===== config.mk =====
export PLATFORM = sky130hd
export DESIGN_NAME = router_ctrl_flat
export DESIGN_NICKNAME = d
export VERILOG_FILES = /design/src/rtl/router_pkg.sv /design/src/rtl/router_if.sv /design/src/rtl/router_sr_timer.sv /design/src/rtl/router_ctrl.sv /design/src/flat_wrapper.sv
export SDC_FILE = /design/constraint.sdc
export NUM_CORES = 1
export LEC_CHECK = 0
export BUFFER_PORTS_ARGS = -buffer_cell sky130_fd_sc_hd__buf_2
export CORE_MARGIN = 4
export CORE_UTILIZATION = 40
export DETAILED_ROUTE_END_ITERATION = 7
export GPL_TIMING_DRIVEN = 0
export SKIP_CTS_REPAIR_TIMING = 1
export SYNTH_ARGS = -nofsm -noshare
export SYNTH_HDL_FRONTEND = slang
export SYNTH_SLANG_ARGS = --single-unit

===== constraint.sdc =====
create_clock -name clk -period 3.7 [get_ports clk]
set_input_delay 0.185 -clock clk [delete_from_list [all_inputs] [get_ports clk]]
set_output_delay 0.185 -clock clk [all_outputs]
set_load 0.01 [all_outputs]

===== src/rtl/router_pkg.sv =====
// Shared types and constants for the 1x3 router control slice.
package router_pkg;

    typedef enum logic [2:0] {
        DECODE_ADDRESS     = 3'd0,
        LOAD_FIRST_DATA    = 3'd1,
        LOAD_DATA          = 3'd2,
        LOAD_PARITY        = 3'd3,
        CHECK_PARITY_ERROR = 3'd4,
        FIFO_FULL_STATE    = 3'd5,
        LOAD_AFTER_FULL    = 3'd6,
        WAIT_TILL_EMPTY    = 3'd7
    } state_t;

    localparam logic [1:0] ADDR_INVALID    = 2'b11;
    localparam int         TIMEOUT_DEFAULT = 30;

    // Address 3 maps to no port, so every per-port select built from it is zero.
    function automatic logic [2:0] port_onehot(input logic [1:0] a);
        case (a)
            2'd0:    port_onehot = 3'b001;
            2'd1:    port_onehot = 3'b010;
            2'd2:    port_onehot = 3'b100;
            default: port_onehot = 3'b000;
        endcase
    endfunction

endpackage


===== src/rtl/router_if.sv =====
// Packet-source, FIFO and router_reg signals seen by the router control block.
interface router_if;
    logic       pkt_valid;
    logic [7:0] data_in;
    logic [2:0] fifo_full;
    logic [2:0] fifo_empty;
    logic [2:0] read_enb;
    logic       parity_done;
    logic       low_pkt_valid;
    logic [2:0] write_enb;
    logic       detect_add;
    logic       lfd_state;
    logic       ld_state;
    logic       laf_state;
    logic       full_state;
    logic       rst_int_reg;
    logic       busy;
    logic [2:0] vld_out;
    logic [2:0] soft_reset;

    modport master (
        output pkt_valid, data_in, fifo_full, fifo_empty, read_enb, parity_done, low_pkt_valid,
        input  write_enb, detect_add, lfd_state, ld_state, laf_state, full_state, rst_int_reg,
        input  busy, vld_out, soft_reset
    );

    modport slave (
        input  pkt_valid, data_in, fifo_full, fifo_empty, read_enb, parity_done, low_pkt_valid,
        output write_enb, detect_add, lfd_state, ld_state, laf_state, full_state, rst_int_reg,
        output busy, vld_out, soft_reset
    );
endinterface


===== src/rtl/router_sr_timer.sv =====
// Per-port watchdog: pulses soft_reset when a valid FIFO sits unread for TIMEOUT cycles.
module router_sr_timer #(
    parameter int TIMEOUT = 30
) (
    input  logic clk,
    input  logic resetn,
    input  logic vld,
    input  logic read,
    output logic soft_reset
);
    localparam logic [4:0] TERM = 5'(TIMEOUT - 1);

    logic [4:0] cnt;

    always_ff @(posedge clk) begin
        if (!resetn) begin
            cnt        <= '0;
            soft_reset <= 1'b0;
        end else begin
            soft_reset <= 1'b0;
            if (!vld || read) begin
                cnt <= '0;
            end else if (cnt == TERM) begin
                cnt        <= '0;
                soft_reset <= 1'b1;
            end else begin
                cnt <= cnt + 5'd1;
            end
        end
    end
endmodule


===== src/rtl/router_ctrl.sv =====
// Router packet-sequencing FSM plus per-port output timeouts.
// state              | meaning
// DECODE_ADDRESS     | idle, waiting for a header with a valid address
// LOAD_FIRST_DATA    | header accepted, source held for one cycle
// LOAD_DATA          | payload bytes written to the selected FIFO
// LOAD_PARITY        | parity byte written
// CHECK_PARITY_ERROR | router_reg compares parity
// FIFO_FULL_STATE    | selected FIFO full, source stalled
// LOAD_AFTER_FULL    | writing the byte held across the stall
// WAIT_TILL_EMPTY    | destination still holds an older packet
module router_ctrl
    import router_pkg::*;
#(
    parameter int TIMEOUT = TIMEOUT_DEFAULT
) (
    input  logic     clk,
    input  logic     resetn,
    router_if.slave  rif
);
    state_t     state, state_nx;
    logic [1:0] addr, addr_nx;
    logic [2:0] sr;
    logic       sel_full, sel_empty, sel_sr, hdr_empty;
    logic       unused_data_bits;

    assign unused_data_bits = ^rif.data_in[7:2];

    assign rif.vld_out    = ~rif.fifo_empty;
    assign rif.soft_reset = sr;

    for (genvar i = 0; i < 3; i++) begin : g_timer
        router_sr_timer #(.TIMEOUT(TIMEOUT)) u_timer (
            .clk        (clk),
            .resetn     (resetn),
            .vld        (~rif.fifo_empty[i]),
            .read       (rif.read_enb[i]),
            .soft_reset (sr[i])
        );
    end

    assign sel_full  = |(rif.fifo_full  & port_onehot(addr));
    assign sel_empty = |(rif.fifo_empty & port_onehot(addr));
    assign sel_sr    = |(sr             & port_onehot(addr));
    assign hdr_empty = |(rif.fifo_empty & port_onehot(rif.data_in[1:0]));

    always_comb begin
        state_nx = state;
        addr_nx  = (state == DECODE_ADDRESS && rif.pkt_valid) ? rif.data_in[1:0] : addr;
        if (sel_sr) begin
            state_nx = DECODE_ADDRESS;
        end else begin
            case (state)
                DECODE_ADDRESS:
                    if (rif.pkt_valid && rif.data_in[1:0] != ADDR_INVALID)
                        state_nx = hdr_empty ? LOAD_FIRST_DATA : WAIT_TILL_EMPTY;
                LOAD_FIRST_DATA:    state_nx = LOAD_DATA;
                LOAD_DATA:
                    if (sel_full)            state_nx = FIFO_FULL_STATE;
                    else if (!rif.pkt_valid) state_nx = LOAD_PARITY;
                LOAD_PARITY:        state_nx = CHECK_PARITY_ERROR;
                CHECK_PARITY_ERROR: state_nx = sel_full ? FIFO_FULL_STATE : DECODE_ADDRESS;
                FIFO_FULL_STATE:    if (!sel_full) state_nx = LOAD_AFTER_FULL;
                LOAD_AFTER_FULL:
                    if (rif.parity_done)        state_nx = DECODE_ADDRESS;
                    else if (rif.low_pkt_valid) state_nx = LOAD_PARITY;
                    else                        state_nx = LOAD_DATA;
                WAIT_TILL_EMPTY:    if (sel_empty) state_nx = LOAD_FIRST_DATA;
                default:            state_nx = DECODE_ADDRESS;
            endcase
        end
    end

    // Outputs are registered from the next state so they line up with the state register.
    always_ff @(posedge clk) begin
        if (!resetn) begin
            state           <= DECODE_ADDRESS;
            addr            <= 2'd0;
            rif.detect_add  <= 1'b1;
            rif.lfd_state   <= 1'b0;
            rif.ld_state    <= 1'b0;
            rif.laf_state   <= 1'b0;
            rif.full_state  <= 1'b0;
            rif.rst_int_reg <= 1'b0;
            rif.busy        <= 1'b0;
            rif.write_enb   <= 3'b000;
        end else begin
            state           <= state_nx;
            addr            <= addr_nx;
            rif.detect_add  <= (state_nx == DECODE_ADDRESS);
            rif.lfd_state   <= (state_nx == LOAD_FIRST_DATA);
            rif.ld_state    <= (state_nx == LOAD_DATA);
            rif.laf_state   <= (state_nx == LOAD_AFTER_FULL);
            rif.full_state  <= (state_nx == FIFO_FULL_STATE);
            rif.rst_int_reg <= (state_nx == CHECK_PARITY_ERROR);
            rif.busy        <= !(state_nx inside {DECODE_ADDRESS, LOAD_DATA});
            rif.write_enb   <= (state_nx inside {LOAD_DATA, LOAD_PARITY, LOAD_AFTER_FULL})
                               ? port_onehot(addr_nx) : 3'b000;
        end
    end
endmodule

===== src/flat_wrapper.sv =====
// flat-port wrapper written by rule: the top's interface ports become plain ports
module router_ctrl_flat import router_pkg::*;
#(
    parameter int TIMEOUT = TIMEOUT_DEFAULT
)
  (clk, resetn, rif_pkt_valid, rif_data_in, rif_fifo_full, rif_fifo_empty, rif_read_enb, rif_parity_done, rif_low_pkt_valid, rif_write_enb, rif_detect_add, rif_lfd_state, rif_ld_state, rif_laf_state, rif_full_state, rif_rst_int_reg, rif_busy, rif_vld_out, rif_soft_reset);
  router_if rif_i ();
  input  logic clk;
  input  logic resetn;
  input wire logic [$bits(rif_i.pkt_valid)-1:0] rif_pkt_valid;
  input wire logic [$bits(rif_i.data_in)-1:0] rif_data_in;
  input wire logic [$bits(rif_i.fifo_full)-1:0] rif_fifo_full;
  input wire logic [$bits(rif_i.fifo_empty)-1:0] rif_fifo_empty;
  input wire logic [$bits(rif_i.read_enb)-1:0] rif_read_enb;
  input wire logic [$bits(rif_i.parity_done)-1:0] rif_parity_done;
  input wire logic [$bits(rif_i.low_pkt_valid)-1:0] rif_low_pkt_valid;
  output wire logic [$bits(rif_i.write_enb)-1:0] rif_write_enb;
  output wire logic [$bits(rif_i.detect_add)-1:0] rif_detect_add;
  output wire logic [$bits(rif_i.lfd_state)-1:0] rif_lfd_state;
  output wire logic [$bits(rif_i.ld_state)-1:0] rif_ld_state;
  output wire logic [$bits(rif_i.laf_state)-1:0] rif_laf_state;
  output wire logic [$bits(rif_i.full_state)-1:0] rif_full_state;
  output wire logic [$bits(rif_i.rst_int_reg)-1:0] rif_rst_int_reg;
  output wire logic [$bits(rif_i.busy)-1:0] rif_busy;
  output wire logic [$bits(rif_i.vld_out)-1:0] rif_vld_out;
  output wire logic [$bits(rif_i.soft_reset)-1:0] rif_soft_reset;
  assign rif_i.pkt_valid = rif_pkt_valid;
  assign rif_i.data_in = rif_data_in;
  assign rif_i.fifo_full = rif_fifo_full;
  assign rif_i.fifo_empty = rif_fifo_empty;
  assign rif_i.read_enb = rif_read_enb;
  assign rif_i.parity_done = rif_parity_done;
  assign rif_i.low_pkt_valid = rif_low_pkt_valid;
  assign rif_write_enb = rif_i.write_enb;
  assign rif_detect_add = rif_i.detect_add;
  assign rif_lfd_state = rif_i.lfd_state;
  assign rif_ld_state = rif_i.ld_state;
  assign rif_laf_state = rif_i.laf_state;
  assign rif_full_state = rif_i.full_state;
  assign rif_rst_int_reg = rif_i.rst_int_reg;
  assign rif_busy = rif_i.busy;
  assign rif_vld_out = rif_i.vld_out;
  assign rif_soft_reset = rif_i.soft_reset;
  router_ctrl #(.TIMEOUT(TIMEOUT)) u_core (.clk(clk), .resetn(resetn), .rif(rif_i));
endmodule

# Word-level counts from Yosys, hierarchy flattened

Index checks and enable logic that the tools add are counted.

$add $sub $neg: 3
Equal/unequal tests: 23
Multiplexer cells: 18
Bitwise gates (word level): 6
Reductions and logical operators: 24

Operator list:

| kind                                                             | count |
|---|---|
| 3-bit two-way mux                                                | 9 |
| 3-bit case mux with 3 select lines                               | 3 |
| 3-bit case mux with 8 select lines                               | 1 |
| 3-bit == test (second input constant)                            | 7 |
| 3-bit OR reduction                                               | 7 |
| 5-bit by 1-bit adder with 5-bit output (second input constant)   | 3 |
| 5-bit == test (second input constant)                            | 3 |
| 3-bit AND                                                        | 4 |
| 3-bit by 2-bit == test with 1-bit output (second input constant) | 4 |
| 2-bit by 1-bit == test with 1-bit output (second input constant) | 3 |
| 2-bit == test (second input constant)                            | 3 |
| 3-bit by 1-bit == test with 1-bit output (second input constant) | 2 |
| 2-bit logical NOT                                                | 3 |
| 3-bit logical NOT                                                | 2 |
| 2-bit OR reduction                                               | 3 |
| 1-bit two-way mux                                                | 4 |
| 1-bit logical OR                                                 | 3 |
| 3-bit NOT                                                        | 1 |
| 3-bit nonzero test                                               | 1 |
| 1-bit logical AND                                                | 2 |
| 2-bit two-way mux                                                | 1 |
| 2-bit != test (second input constant)                            | 1 |
| 2-bit AND reduction                                              | 1 |
| 2-bit nonzero test                                               | 1 |
| other kinds (2)                                                  | 2 |

Flip-flop bits (word level): 33
Bits of input ports: 22
Word-level logic and storage cells: 90

# Logic depth before layout (Yosys ltp)

Gate-level depths: netlist of run 1.

Word-level depth: 11
Depth in mapped cells: 6
Gate-level depth less buffers: 5

# Hierarchy

A second synthesis of run 1 with hierarchy kept.

Cell total of the unflattened synthesis: 155
Area total of the unflattened synthesis: 1508.9 um2

Modules (own cells, without submodules):

| module          | instances | cells each | area each (um2) | sequential area each (um2) |
|---|---|---|---|---|
| router_ctrl     | 1         | 86         | 799.5           | 300.3 |
| router_sr_timer | 3         | 23         | 236.5           | 120.1 |

# Least setup slack after synthesis of run 1

Ideal clock, no wire load.

Kind: register to register
Start: reg u_core.addr[1]
End: reg u_core.rif.write_enb[0]
Library setup time: 0.131 ns
Arrival time: 1.394 ns
Path slack: 2.175 ns
Cell stages (with the launch flop): 7
Period minus slack after synthesis: 1.525 ns
Path through: dfxtp_1 buf_6 mux2i_1 o21a_1 o2111ai_1 nor3_1 nor4_1

Cells in the longest elaborated chain, start to end: 10
Elaborated cells between the ends (all ways): 26
Classes of those cells: 7 x eq/ne; 9 x mux; 3 x bitwise; 7 x reduce/logical

RTL lines:

| what                                                                             | RTL line                             | RTL |
|---|---|---|
| start, declared                                                                  | router_ctrl.sv:21                    | `logic [1:0] addr, addr_nx;` |
| start signal, assigned                                                           | router_ctrl.sv:88                    | `addr <= addr_nx;` |
| 2-bit == test, or another cell as far along                                      | router_pkg.sv:20                     | `case (a)` |
| 3-bit case mux with 3 select lines                                               | router_pkg.sv:20                     |  |
| 3-bit AND (on tied branches)                                                     | router_ctrl.sv:42, router_ctrl.sv:41 |  |
| 3-bit OR reduction (on tied branches)                                            | router_ctrl.sv:42, router_ctrl.sv:41 |  |
| 3-bit two-way mux (on tied branches)                                             | -                                    |  |
| 3-bit case mux with 8 select lines                                               | router_ctrl.sv:52                    | `case (state)` |
| 3-bit two-way mux                                                                | router_ctrl.sv:49                    | `if (sel_sr) begin` |
| 3-bit by 2-bit == test with 1-bit output / 3-bit == test (equally long branches) | router_ctrl.sv:96                    | `rif.write_enb <= (state_nx inside {LOAD_DATA, LOAD_PARITY, LOAD_AFTER_FULL})` |
| 3-bit nonzero test                                                               | router_ctrl.sv:96                    |  |
| 2-bit AND reduction (no source line)                                             | -                                    |  |
| end signal, assigned                                                             | router_ctrl.sv:96                    |  |
| end, declared                                                                    | router_if.sv:29                      | `output write_enb, detect_add, lfd_state, ld_state, laf_state, full_state, rst_int_reg,` |

Several ways; a longest one is shown, not always the timed one.
A chain may end at the register's enable or synchronous reset.

# Worst setup path after layout of run 1

Start: reg u_core.state[2]
End: reg u_core.rif.write_enb[1]

Cells in the longest elaborated chain, start to end: 7
Elaborated cells between the ends (all ways): 26
Classes of those cells: 12 x eq/ne; 9 x mux; 5 x reduce/logical

RTL lines:

| what                                                                             | RTL line          | RTL |
|---|---|---|
| start, declared                                                                  | router_ctrl.sv:20 | `state_t state, state_nx;` |
| start signal, assigned                                                           | router_ctrl.sv:87 | `state <= state_nx;` |
| 3-bit two-way mux                                                                | router_ctrl.sv:59 | `else if (!rif.pkt_valid) state_nx = LOAD_PARITY;` |
| 3-bit two-way mux                                                                | router_ctrl.sv:58 | `if (sel_full) state_nx = FIFO_FULL_STATE;` |
| 3-bit case mux with 8 select lines                                               | router_ctrl.sv:52 |  |
| 3-bit two-way mux                                                                | router_ctrl.sv:49 |  |
| 3-bit by 2-bit == test with 1-bit output / 3-bit == test (equally long branches) | router_ctrl.sv:96 |  |
| 3-bit nonzero test                                                               | router_ctrl.sv:96 |  |
| 2-bit AND reduction (no source line)                                             | -                 |  |

Several ways; a longest one is shown, not always the timed one.

==> results of run 1 <==
[routing by layer]
metal	global-route usage, %	wire length (um)	part of all wire, %
met4	4.68	36	1.2
met2	23.5	1540	49
met3	5.07	177	5.7
met1	15.9	1360	44
met5	0	0	0
[cell type report]
class                      instances  area [um^2]  share of cell area [%]
multi-input combinational        106          768                    41.9
clock inverter                     1         5.00                   0.273
buffer                             8         52.6                    2.86
timing repair buffer              31          155                    8.45
tap                               48         60.1                    3.27
sequential                        33          661                    36.0
clock buffer                       7         96.3                    5.25
inverter                          10         37.5                    2.04
[cell families after synthesis]
kind of cell               share of synthesized area, %
AOI/OAI and AO/OA                                  11.9
xor gates and xnor gates                           5.19
and+or+nand+nor                                    24.3
adders and majority gates                          4.94
buffers and inverters                              5.93
DFF                                                43.5
muxes                                              4.28
[synth_stat cells]
master,count,share of area [%]
nor2b_1,1,0.41
nor2_1,22,5.4
clkinv_1,1,0.25
nor3_1,4,1.3
buf_4,3,1.5
a21oi_1,2,0.66
clkbuf_1,1,0.25
buf_2,3,0.99
or2_1,1,0.41
o221ai_1,1,0.58
nor4b_4,1,1.6
o21ai_1,2,0.66
o311ai_4,1,1.7
mux2i_1,5,3.3
a21boi_0,1,0.49
nand2_1,6,1.5
a221oi_2,1,0.99
nand4_1,4,1.6
mux2_4,1,0.99
and4_1,1,0.58
nor4_1,6,2.5
nand4bb_1,1,0.74
a31oi_4,1,1.4
o21ai_0,1,0.33
nand3b_1,4,2.0
o21a_1,1,0.49
or2_4,1,0.58
nand2b_1,2,0.82
inv_1,9,2.2
xor2_1,6,3.5
o211ai_1,3,1.5
o21ba_1,1,0.66
buf_6,1,0.74
nand3_1,6,2.0
o2111ai_1,1,0.58
dfxtp_1,33,43
and2_1,2,0.82
a31o_1,1,0.58
o211a_1,1,0.66
a211o_1,1,0.58
nor3_2,1,0.66
and3_1,2,0.82
xnor2_1,3,1.7
ha_1,6,4.9
and3b_1,1,0.58
[where the power goes]
group	leakage [nW]	total (mW)	switching (mW)	internal (mW)
Clock	0.0542	0.290	0.122	0.168
Sequential	0.269	0.437	0.0232	0.414
Combinational	0.472	0.479	0.279	0.200
Total	0.795	1.21	0.424	0.782
[path summary, 6_finish.rpt]
check | from | to | slack [ns] | cells after the start
max | u_core.state[2] | u_core.rif.write_enb[1] | 1.81 | 6
min | rif_read_enb[1] | u_core.g_timer[1].u_timer.soft_reset | 0.08 | 2
max reg2reg | u_core.state[2] | u_core.rif.write_enb[1] | 1.81 | 6
min reg2reg | u_core.g_timer[0].u_timer.cnt[0] | u_core.g_timer[0].u_timer.cnt[0] | 0.47 | 1
[stage by stage]
stage	hold slack, ns	total power, mW	worst slack [ns]	utilization (%)
CTS	0.0722	1.22	1.83	50.1
global route	0.0718	1.29	1.64	50.1
global placement	0.375	0.910	1.93	47.4
detailed placement	0.374	0.924	1.83	47.4
floorplan	0.261	0.802	2.18	-
finish	0.0800	1.21	1.81	50.1
==> results.py, run 1 <==
metrics = {
    "status": {
        "outcome": "finished, final reports clean",
    },
    "yosys": {
        "syn_avg_cell_area_um2": 9.67,
        "syn-cell-area_um2": 1520,
        "synth_cell_types": 45,
        "yosysWarnings": 0,
        "ys_ff_latch": 33,
        "synthCells": 157,
        "yosysSeqAreaShare_pct": 43.5,
        "syn-num-nets": 185,
    },
    "global_route": {
        "overflow": 0,
        "grt_max_degree": 11,
        "grt_pass1_wl_um": 5420,
        "grt_usage_pct": 13.8,
        "grt_pass1_vias": 1208,
        "antenna_found_initial": 0,
    },
    "floorplanning": {
        "dieArea_um2": 4850,
        "row_count": 22,
        "core_um2": 3660,
        "die_w_um": 69.6,
        "die_h_um": 69.6,
        "io_pins": 38,
        "initial_core_util_pct": 41.5,
    },
    "sta": {
        "min_period_over_period_pct": 51.0,
        "tightest_slew_ns": 0.543,
        "hold_violations": 0,
        "max_freq_ghz": 0.530,
        "maxSlewViolCount": 0,
        "rsz0062_at_grt": "false",
        "post-route-min-period_ns": 1.89,
        "setup_tns_ns": 0,
        "skew_ns": 0.00573,
        "slew_headroom_pct": 63.7,
        "finalSetupViolCount": 0,
    },
    "cells_and_area": {
        "regMostFlops": "u_core.g_timer.u_timer.cnt",
        "nNetsFinal": 223,
        "layout_commonest_cell": "buf_2",
        "drive_above_1_share_pct": 27.0,
        "area_growth_pct": 20.8,
        "final_cells": 244,
        "diodes": 0,
        "final_cell_mix": "buf_2, dfxtp_1, nor2_1, inv_1, clkbuf_8",
        "fillers": 359,
        "largest_reg_flops": 15,
        "design_area_um2": 1840,
    },
    "setup_path": {
        "cp-start-kind": "flop",
        "critPathSlowestCell": "nor3_1",
        "critical_path.max_stage_delay_ns": 0.44,
        "critPathCaptureType": "flop",
        "crit_required_ns": 3.86,
        "arrival_ns": 2.04,
        "timing.setup.critical_path_class": "flop to flop",
        "crit_chain": "buf_2 -> and3b_1 -> o221ai_1 -> o2111ai_1 -> nor3_1 -> nor4_1",
        "cp_top_family": "simple AND/OR/NAND/NOR gates",
        "crit_buf_inv": 1,
        "cp_max_fo": 9,
    },
    "cts": {
        "cts.htree.levels": 2,
        "cts_tree": "yes",
        "clk_path_buf_depth": 2,
        "cts_inserted_buffers": 5,
        "insertion_delay_ns": 0.28,
        "cts.sinks": 33,
        "clockRootBuffer": "clkbuf_8",
        "path_clk_slew_ns": 0.07,
    },
    "pwr": {
        "power_density_nw_per_um2": 657,
        "irDropWorstVdd_mv": 0.281,
        "power_leakage_nw": 0.795,
    },
    "route": {
        "viasPerCell": 4.96,
        "drtIter0Drc": 87,
        "drc": 0,
        "vias": 1210,
        "drt-total-wl_um": 3120,
        "wl_per_cell_um": 12.8,
        "firstDrtPassIters": 4,
        "ant_nets": 0,
    },
    "flow_run": {
        "drv_cap": 0,
    },
    "place": {
        "dpl.hpwl_um": 2460,
        "place_area_um2": 1730,
        "place_inst": 236,
        "place.gp.congestion": 0.831,
        "portBuffers": 31,
    },
    "worst_hold_path": {
        "holdCritPathClass": "input pin to flop",
    },
}
Note: power is estimated with default switching activity, not from simulation.
==> inputs of run 2 (changes only) <==
Settings changed: PLACE_DENSITY set to 0.65.
Clock period 3.7 ns to 1.73 ns, I/O delays scaled along.
==> results.py, run 2 (same netlist as run 1, synthesis figures left out) <==
metrics = {
    "setup_path": {
        "cp_max_fo": 7,
        "critPathCaptureType": "flop",
        "cp-start-kind": "flop",
        "crit_required_ns": 1.95,
        "timing.setup.critical_path_class": "flop to flop",
        "arrival_ns": 1.94,
    },
    "global_route": {
        "grt_max_degree": 11,
        "grt_pass1_wl_um": 5150,
        "antenna_found_initial": 0,
        "grt_pass1_vias": 1168,
        "grt_usage_pct": 13.0,
        "overflow": 0,
    },
    "route": {
        "firstDrtPassIters": 4,
        "viasPerCell": 4.99,
        "wl_per_cell_um": 12.8,
        "drt-total-wl_um": 3210,
        "vias": 1252,
        "drc": 0,
        "ant_nets": 0,
        "drtIter0Drc": 49,
    },
    "cells_and_area": {
        "final_cells": 251,
        "design_area_um2": 1970,
        "largest_reg_flops": 15,
        "final_cell_mix": "buf_2, dfxtp_1, nor2_1, inv_1",
        "drive_above_1_share_pct": 33.5,
        "diodes": 0,
        "layout_commonest_cell": "buf_2",
        "area_growth_pct": 29.7,
        "regMostFlops": "u_core.g_timer.u_timer.cnt",
        "nNetsFinal": 230,
    },
    "sta": {
        "rsz0062_at_grt": "true",
        "post-route-min-period_ns": 1.71,
        "min_period_over_period_pct": 99.0,
        "max_freq_ghz": 0.584,
        "tightest_slew_ns": 0.509,
        "setup_tns_ns": 0,
        "slew_headroom_pct": 65.9,
        "hold_violations": 0,
        "maxSlewViolCount": 0,
        "finalSetupViolCount": 0,
        "skew_ns": 0.00803,
        "holdWs_ns": 0.0433,
    },
    "cts": {
        "path_clk_slew_ns": 0.07,
        "clk_path_buf_depth": 2,
        "cts_inserted_buffers": 5,
        "cts_tree": "yes",
        "insertion_delay_ns": 0.28,
        "cts.sinks": 33,
        "cts.htree.levels": 2,
        "clockRootBuffer": "clkbuf_8",
    },
    "floorplanning": {
        "die_w_um": 69.6,
        "core_um2": 3660,
        "io_pins": 38,
        "initial_core_util_pct": 41.5,
        "row_count": 22,
        "die_h_um": 69.6,
        "dieArea_um2": 4850,
    },
    "place": {
        "place_area_um2": 1730,
        "dpl.hpwl_um": 2340,
        "place.gp.congestion": 0.759,
        "portBuffers": 31,
        "place_inst": 236,
    },
    "pwr": {
        "power_density_nw_per_um2": 1420,
        "irDropWorstVdd_mv": 0.724,
        "p_int_mw": 1.75,
        "clock_power_share_pct": 19.3,
        "power_leakage_nw": 0.829,
        "switching_share_pct": 37.6,
        "switchingPower_mw": 1.06,
        "power_mw": 2.81,
        "combPwrFrac_pct": 47.2,
        "seq_power_share_pct": 33.5,
    },
    "worst_hold_path": {
        "holdCritPathClass": "input pin to flop",
    },
    "status": {
        "outcome": "finished, final reports clean",
    },
    "flow_run": {
        "drv_cap": 0,
    },
}
## run 2: changes by cell type in the layout (fill, tap and decap cells not counted), moves of 2 or more
cell	change
nor4_1	-3
nor4_2	+3
mux2i_2	+3
buf_4	+3
nor3_4	+2
mux2i_1	-3
clkbuf_8	-2
dlygate4sd3_1	+3
## run 2: area by class of cell
| class | count | area, um^2 |
|---|---|---|
| inverters | 10 | 37.5 |
| well taps | 48 | 60.1 |
| clock inverters | 2 | 10.0 |
| clock buffers | 6 | 72.6 |
| repair buffers | 37 | 208 |
| flip-flops and latches | 33 | 662 |
| fillers | 330 | 1690 |
| plain buffers | 8 | 55.1 |
| multi-input cells | 107 | 866 |
## run 2: power by group through the flow
| stage | clock network, mW | registers, mW | logic, mW |
|---|---|---|---|
| 2_1_floorplan | 0 | 0.989 | 0.726 |
| 3_3_place_gp | 0 | 0.947 | 0.994 |
| 3_5_place_dp | 0 | 0.953 | 1.01 |
| 4_1_cts | 0.553 | 0.936 | 1.01 |
| 5_1_grt | 0.585 | 0.950 | 1.45 |
| 6_report | 0.542 | 0.939 | 1.33 |
## run 2: path summary, 6_finish.rpt
path | end | from | slack (ns) | cells after the start
worst max register to register | u_core.rif.lfd_state | u_core.addr[1] | 0.02 | 6
worst min register to register | u_core.g_timer[2].u_timer.cnt[0] | u_core.g_timer[2].u_timer.cnt[0] | 0.48 | 1
worst min-delay path | u_core.g_timer[2].u_timer.soft_reset | rif_fifo_empty[2] | 0.04 | 2
worst max-delay path | u_core.rif.lfd_state | u_core.addr[1] | 0.02 | 6
## run 2: stage by stage
step                setup WS [ns]  util, %
finish                     0.0175     53.8
global route              -0.0637     53.8
CTS                        -0.114     49.6
detailed placement         -0.110     47.4
global placement          -0.0430     47.4
floorplan                   0.205        -
## run 2: routing by layer
| layer | global-route usage (%) | vias to the layer above | routed length [um] |
|---|---|---|---|
| li1 | - | 637 | - |
| met1 | 14.8 | 583 | 1450 |
| met2 | 22.5 | 28 | 1550 |
| met3 | 4.35 | 4 | 153 |
| met4 | 5.11 | 0 | 45 |
| met5 | 0 | - | 0 |
## run 2: worst max-delay path: stages (launching register included)
cell      delay, ns
dfxtp_2        0.31
buf_6          0.13
mux2i_2        0.15
o211a_1        0.21
o211ai_1       0.43
or2_4          0.26
and3_4         0.18
